**src/rtl/audio_dac_serializer.sv**
```systemverilog
// -----------------------------------------------------------------------------
// audio_dac_serializer
//
// Playback path toward the codec DAC. Sample words arrive on a valid/ready
// interface and wait in a small FIFO. Each rising edge of AUD_DACLRCK starts a
// frame: the FIFO head (or zero when the FIFO is empty) is loaded into a shift
// register and sent MSB-first on AUD_DACDAT, one bit per AUD_BCLK period.
// AUD_DACDAT changes on the falling edge of AUD_BCLK, so the codec can sample
// it cleanly on the rising edge.
//
// Ports:
//   AUD_BCLK      in   codec bit clock; all state on posedge, AUD_DACDAT on negedge
//   rst           in   asynchronous reset, active-low
//   sample_in     in   sample word to play (SAMPLE_W bits)
//   sample_valid  in   sample_in valid
//   sample_ready  out  FIFO can accept a word (registered, equals !full)
//   AUD_DACLRCK   in   codec DAC frame clock; rising edge starts a frame
//   AUD_DACDAT    out  serial data to the codec
//   fifo_level    out  FIFO occupancy, 0..FIFO_DEPTH
//   underrun      out  one-cycle pulse when a frame starts with the FIFO empty
//   underrun_cnt  out  saturating count of underruns
//   frame_err     out  sticky; a frame start arrived while a word was mid-shift
// -----------------------------------------------------------------------------
module audio_dac_serializer #(
   parameter int SAMPLE_W   = 32,
   parameter int FIFO_DEPTH = 4,
   parameter int ADDR_W     = 2
) (
   input  logic                AUD_BCLK,
   input  logic                rst,
   input  logic [SAMPLE_W-1:0] sample_in,
   input  logic                sample_valid,
   output logic                sample_ready,
   input  logic                AUD_DACLRCK,
   output logic                AUD_DACDAT,
   output logic [ADDR_W:0]     fifo_level,
   output logic                underrun,
   output logic [7:0]          underrun_cnt,
   output logic                frame_err
);

   localparam int              CNT_W      = $clog2(SAMPLE_W);
   localparam logic [CNT_W-1:0] LAST_BIT  = CNT_W'(SAMPLE_W - 1);
   localparam logic [ADDR_W:0] LEVEL_FULL = (ADDR_W + 1)'(FIFO_DEPTH);

   typedef enum logic {IDLE, SHIFT} state_t;

   // FIFO storage and pointers; pointers wrap naturally since depth is 2**ADDR_W
   logic [SAMPLE_W-1:0] fifo_mem [FIFO_DEPTH];
   logic [ADDR_W-1:0]   wr_ptr;
   logic [ADDR_W-1:0]   rd_ptr;
   logic [ADDR_W:0]     level_nxt;

   logic                lrck_q;
   logic                rise;
   logic                fifo_empty;
   logic                wr_en;
   logic                rd_en;

   state_t              state;
   logic [SAMPLE_W-1:0] shift_reg;
   logic [CNT_W-1:0]    bit_cnt;

   assign rise       = AUD_DACLRCK & ~lrck_q;
   assign fifo_empty = (fifo_level == '0);
   // sample_ready is the registered !full flag, so a write is never accepted
   // while full even if a pop happens in the same cycle.
   assign wr_en      = sample_valid & sample_ready;
   // The FIFO is only drained by a frame load.
   assign rd_en      = rise & ~fifo_empty;

   always_comb begin
      level_nxt = fifo_level;
      if (wr_en && !rd_en) begin
         level_nxt = fifo_level + 1'b1;
      end else if (!wr_en && rd_en) begin
         level_nxt = fifo_level - 1'b1;
      end
   end

   always_ff @(posedge AUD_BCLK or negedge rst) begin
      if (!rst) begin
         wr_ptr       <= '0;
         rd_ptr       <= '0;
         fifo_level   <= '0;
         sample_ready <= 1'b1;
      end else begin
         if (wr_en) begin
            wr_ptr <= wr_ptr + 1'b1;
         end
         if (rd_en) begin
            rd_ptr <= rd_ptr + 1'b1;
         end
         fifo_level   <= level_nxt;
         sample_ready <= (level_nxt != LEVEL_FULL);
      end
   end

   // Data storage carries no reset; only the pointers define validity.
   always_ff @(posedge AUD_BCLK) begin
      if (wr_en) begin
         fifo_mem[wr_ptr] <= sample_in;
      end
   end

   // Frame sequencer. lrck_q resets high so an LRCK already high at reset
   // release is not mistaken for a frame start.
   always_ff @(posedge AUD_BCLK or negedge rst) begin
      if (!rst) begin
         state        <= IDLE;
         shift_reg    <= '0;
         bit_cnt      <= '0;
         lrck_q       <= 1'b1;
         underrun     <= 1'b0;
         underrun_cnt <= '0;
         frame_err    <= 1'b0;
      end else begin
         lrck_q   <= AUD_DACLRCK;
         underrun <= 1'b0;
         if (rise) begin
            // A rise exactly when bit_cnt reaches 0 is a gapless back-to-back
            // frame; any earlier rise abandons the word in flight.
            if (state == SHIFT && bit_cnt != '0) begin
               frame_err <= 1'b1;
            end
            if (fifo_empty) begin
               shift_reg <= '0;
               underrun  <= 1'b1;
               if (underrun_cnt != 8'hFF) begin
                  underrun_cnt <= underrun_cnt + 1'b1;
               end
            end else begin
               shift_reg <= fifo_mem[rd_ptr];
            end
            bit_cnt <= LAST_BIT;
            state   <= SHIFT;
         end else begin
            case (state)
               SHIFT: begin
                  if (bit_cnt != '0) begin
                     shift_reg <= shift_reg << 1;
                     bit_cnt   <= bit_cnt - 1'b1;
                  end else begin
                     state     <= IDLE;
                     shift_reg <= '0;
                  end
               end
               default: begin
                  shift_reg <= '0;
               end
            endcase
         end
      end
   end

   // Launch on the falling edge: bit 31 of a word loaded at posedge k is on
   // the pin from negedge k and sampled by the codec at posedge k+1.
   always_ff @(negedge AUD_BCLK or negedge rst) begin
      if (!rst) begin
         AUD_DACDAT <= 1'b0;
      end else begin
         AUD_DACDAT <= shift_reg[SAMPLE_W-1];
      end
   end

endmodule

```
**config.mk**
```make
export PLATFORM = sky130hd
export DESIGN_NAME = audio_dac_serializer
export DESIGN_NICKNAME = d
export VERILOG_FILES = /design/src/rtl/audio_dac_serializer.sv
export SDC_FILE = /design/constraint.sdc
export NUM_CORES = 1
export LEC_CHECK = 0
export ABC_CLOCK_PERIOD_IN_PS = 5500
export CAP_MARGIN = 0
export CORE_MARGIN = 10
export CORE_UTILIZATION = 50
export DETAILED_ROUTE_END_ITERATION = 6
export PLACE_DENSITY = 0.7
export SYNTH_ARGS = -nofsm -noshare
export SYNTH_HDL_FRONTEND = slang
export SYNTH_SLANG_ARGS = --single-unit
```
**constraint.sdc**
```tcl
create_clock -name AUD_BCLK -period 5.5 [get_ports AUD_BCLK]
set_input_delay 0.55 -clock AUD_BCLK [delete_from_list [all_inputs] [get_ports AUD_BCLK]]
set_output_delay 0.55 -clock AUD_BCLK [all_outputs]
set_load 0.03 [all_outputs]
```
======== Word level (Yosys, flattened, before mapping) ========
Memories as Yosys holds them, arrays and structs flattened.
Cells that the tools add are included.
operators by class
  $add $sub $neg .......................... 6
  shift-type cells ........................ 0
  equality and inequality tests ........... 2
  muxes and demuxes ....................... 16
  bitwise operators ....................... 5
  magnitude comparators ................... 0
  reduce and logical (&&, ||, !) cells .... 12
  multiply operators ...................... 0
  div/mod/pow operators ................... 0
operators with widths
  kind                                                                count
  32-bit 2-to-1 mux                                                   4
  5-bit 2-to-1 mux                                                    3
  8-bit by 1-bit adder with 8-bit output, second input constant       1
  8-bit inequality test, second input constant                        1
  1-bit 2-to-1 mux                                                    7
  3-bit 2-to-1 mux                                                    2
  5-bit nonzero test                                                  1
  5-bit by 1-bit subtractor with 5-bit output, second input constant  1
  2-bit by 1-bit adder with 2-bit output, second input constant       2
  2-bit AND reduction                                                 2
  2-bit nonzero test                                                  2
  3-bit by 1-bit adder with 3-bit output, second input constant       1
  1-bit AND                                                           3
  1-bit logical AND                                                   3
  3-bit zero test                                                     1
  3-bit inequality test, second input constant                        1
  3-bit AND reduction                                                 1
  3-bit by 1-bit subtractor with 3-bit output, second input constant  1
  1-bit zero test                                                     2
  1-bit inverter                                                      2
word-level totals
  bits in registers ....................... 58
  bits in latches ......................... 0
  bits of input ports ..................... 36
  memories kept ........................... 1
  logic and storage cells ................. 54
  bits in read-only memories .............. 0
  RAM bits ................................ 128
  output and inout bits ................... 15
memories
  memory    depth  width  read ports  clocked after Yosys merged registers in  write ports  RTL line  RTL
  fifo_mem  4      32     1           0                                        1            49        logic [SAMPLE_W-1:0] fifo_mem [FIFO_DEPTH];

======== Depth between registers and ports, before layout ========
  word-level depth ........................ 7
  gate-level depth with buffers ........... 7
  mapped depth without buffers ............ 6

==> impl_metrics.ini <==
[critical_path]
critPathLaunch = AUD_DACDAT
crit_path_end_kind = output pin
worstPathMaxFanout = 1
crit_arrival_ns = 4.19
critPathBufInv = 1
worstSetupStartpointType = flip-flop
cpPeakStageDelay_ns = 0.66
crit_type = reg2out
worstReg2RegStart = shift_reg[31]
timing.critical_path.slowest_stage_cell = clkdlybuf4s50_1
critical_path.top_delay_family = buffers and inverters
cp.required_ns = 4.95
crit_chain = clkdlybuf4s50_1

[layout]
multi_input_area_um2 = 1610
diodes = 0
final_cells = 609
fillers = 983
ff_latch_area_um2 = 5300
largest_reg_flops = 128
area_delta_synth_final_pct = 18.4
drive_gt1_share_pct = 18.4
fin_util_pct = 60.1
nNetsFinal = 461

[sta]
hold_viol_final = 0
fin_ws_ns = 0.760
slew_violations = 0
maxSlewHeadroom_pct = 41.5
final-setup-viol-count = 0
fin_skew_ns = 0.0247
setup_tns_ns = 0
tightest_slew_ns = 0.877
rsz0062_at_grt = no

[route]
ant_nets = 0
via_count = 3416
wl_per_cell_um = 20.3
drt-initial-drc-count = 244
drt_pass1_iterations = 4
remaining_drc_errors = 0
routed_wl_mm = 12.4
vias_per_cell = 5.61

[grt]
gr-total-overflow = 0
grt_pass1_vias = 3724
antenna_found_initial = 0
grt_usage_pct = 13.3
grt_max_degree = 58
grt_pass1_wl_mm = 20.0

[clock_tree]
hold_buffers = 0
cts-root-buf = clkbuf_16
cts_made_buffers = 17
clk_pin_slew_ns = 0.06
clock_path_buffers = 2
clkLatencyLatePin_ns = 0.42
cts_tree = done
cts_resized = 0
cts_sinks = 186
cts_setup_buffers = 0
h-tree-depth = 4

[synthesis]
synthDistinctLibCells = 38
ys_seq_area_share_pct = 75.5
yosysWarnings = 0
synthArstFlopShare_pct = 31.2
synth_top_area_share_pct = 54.8
ys_top_cells_by_count = edfxtp_1 (128), dfrtp_1 (55), mux4_2 (32), a22o_1 (31), nand2_1 (13)
synth_nets = 400
synth_top_cell_by_area = edfxtp_1
synth_edf_count = 128
synthTopCellsByArea = edfxtp_1 (55%), dfrtp_1 (20%), mux4_2 (10%), a22o_1 (3.9%), ha_1 (1.6%)
yosysMostFrequentCell = edfxtp_1
synth.avg_cell_area_um2 = 19.8
syn-instance-count = 355
ys.flop_type = edfxtp_1
syn-cell-area_um2 = 7020
ys_ff_latch = 186

[die]
die_y_um = 138
ios = 51
core_area_um2 = 13800
die_area_um2 = 19200
die_x_um = 138
rows = 43
initial_utilization_pct = 50.8

[power_and_ir_drop]
p_sw_mw = 1.14
switching_share_pct = 27.0
clkPwrFrac_pct = 28.7
p_int_mw = 3.08
seqPwrFrac_pct = 48.9
combinationalPowerShare_pct = 22.4
p_per_area_nw_per_um2 = 509
ir_worst_vdd_uv = 320
power.total_mw = 4.23
p_leak_nw = 2.99

[outcome]
status = completed

[placement]
portBuffers = 50
dp_slack_ns = 1.16
dp_cells = 577
place.gp.congestion = 0.683
dp_hpwl_mm = 6.81

[flow_run]
timing.max_cap.violations = 0

[min_path]
holdCritPathClass = in2async
per-layer routing:
layer	vias up	GRT usage, %	routed length, µm
li1	1534	-	-
met1	1794	16.7	5480
met2	79	21.2	6120
met3	9	4.32	639
met4	0	4.66	117
met5	-	0	0
cell type report:
cell class	instances	share of cell area [%]
Sequential cell	186	63.8
Multi-Input combinational cell	147	19.4
Timing Repair Buffer	57	6.60
Clock buffer	23	5.87
Tap cell	180	2.71
Clock inverter	9	1.36
Inverter	7	0.316
worst paths after layout:
| path | cells past startpoint | end | slack (ns) |
|---|---|---|---|
| worst max-delay path | 1 | AUD_DACDAT | 0.76 |
| worst min-delay path | 2 | underrun | 0.32 |
| worst max register to register | 0 | AUD_DACDAT | 2.21 |
| worst min register to register | 1 | shift_reg[22] | 0.47 |
| max in group asynchronous | 1 | AUD_DACDAT | 2.80 |
| min in group AUD_BCLK | 1 | shift_reg[22] | 0.47 |
cell families after synthesis:
logic type      after synthesis  share of synthesized area (%)
compound gates               45                           5.17
xor+xnor                     13                           1.62
fa+ha+maj                     9                           1.60
buf+inv                      22                           1.60
flops                       186                           75.5
mux                          34                           10.6
simple gates                 46                           3.94
power by group through the flow:
| stage | sequential, mW | combinational [mW] | clock (mW) |
|---|---|---|---|
| after CTS | 2.08 | 0.969 | 1.24 |
| after floorplan | 2.04 | 0.694 | 0 |
| after detailed placement | 2.09 | 0.961 | 0 |
| after global routing | 2.11 | 1.04 | 1.30 |
| after global placement | 2.08 | 0.940 | 0 |
| final | 2.07 | 0.945 | 1.21 |
layout by cell type, fill, tap and decap left out, types with 3 or more instances in the layout:
cell and instances:
clkbuf_16 17, nand2_1 13, o31ai_1 3, xnor2_1 11, clkbuf_8 4, ha_1 9
dfrtp_1 53, clkdlybuf4s50_1 49, buf_4 7, clkinvlp_4 3, nand3_1 7, and3_1 7
edfxtp_1 128, mux4_2 32, o211ai_1 3, a22o_1 31, inv_1 7, a21oi_1 4
metrics by stage:
stage	cell area [µm²]	hold slack [ns]
floorplan	7020	0.254
global route	8310	0.394
finish	8310	0.323
detailed placement	7710	0.461
global placement	7710	0.451
CTS	8310	0.355
No activity file was read; power rests on OpenSTA's default activity.
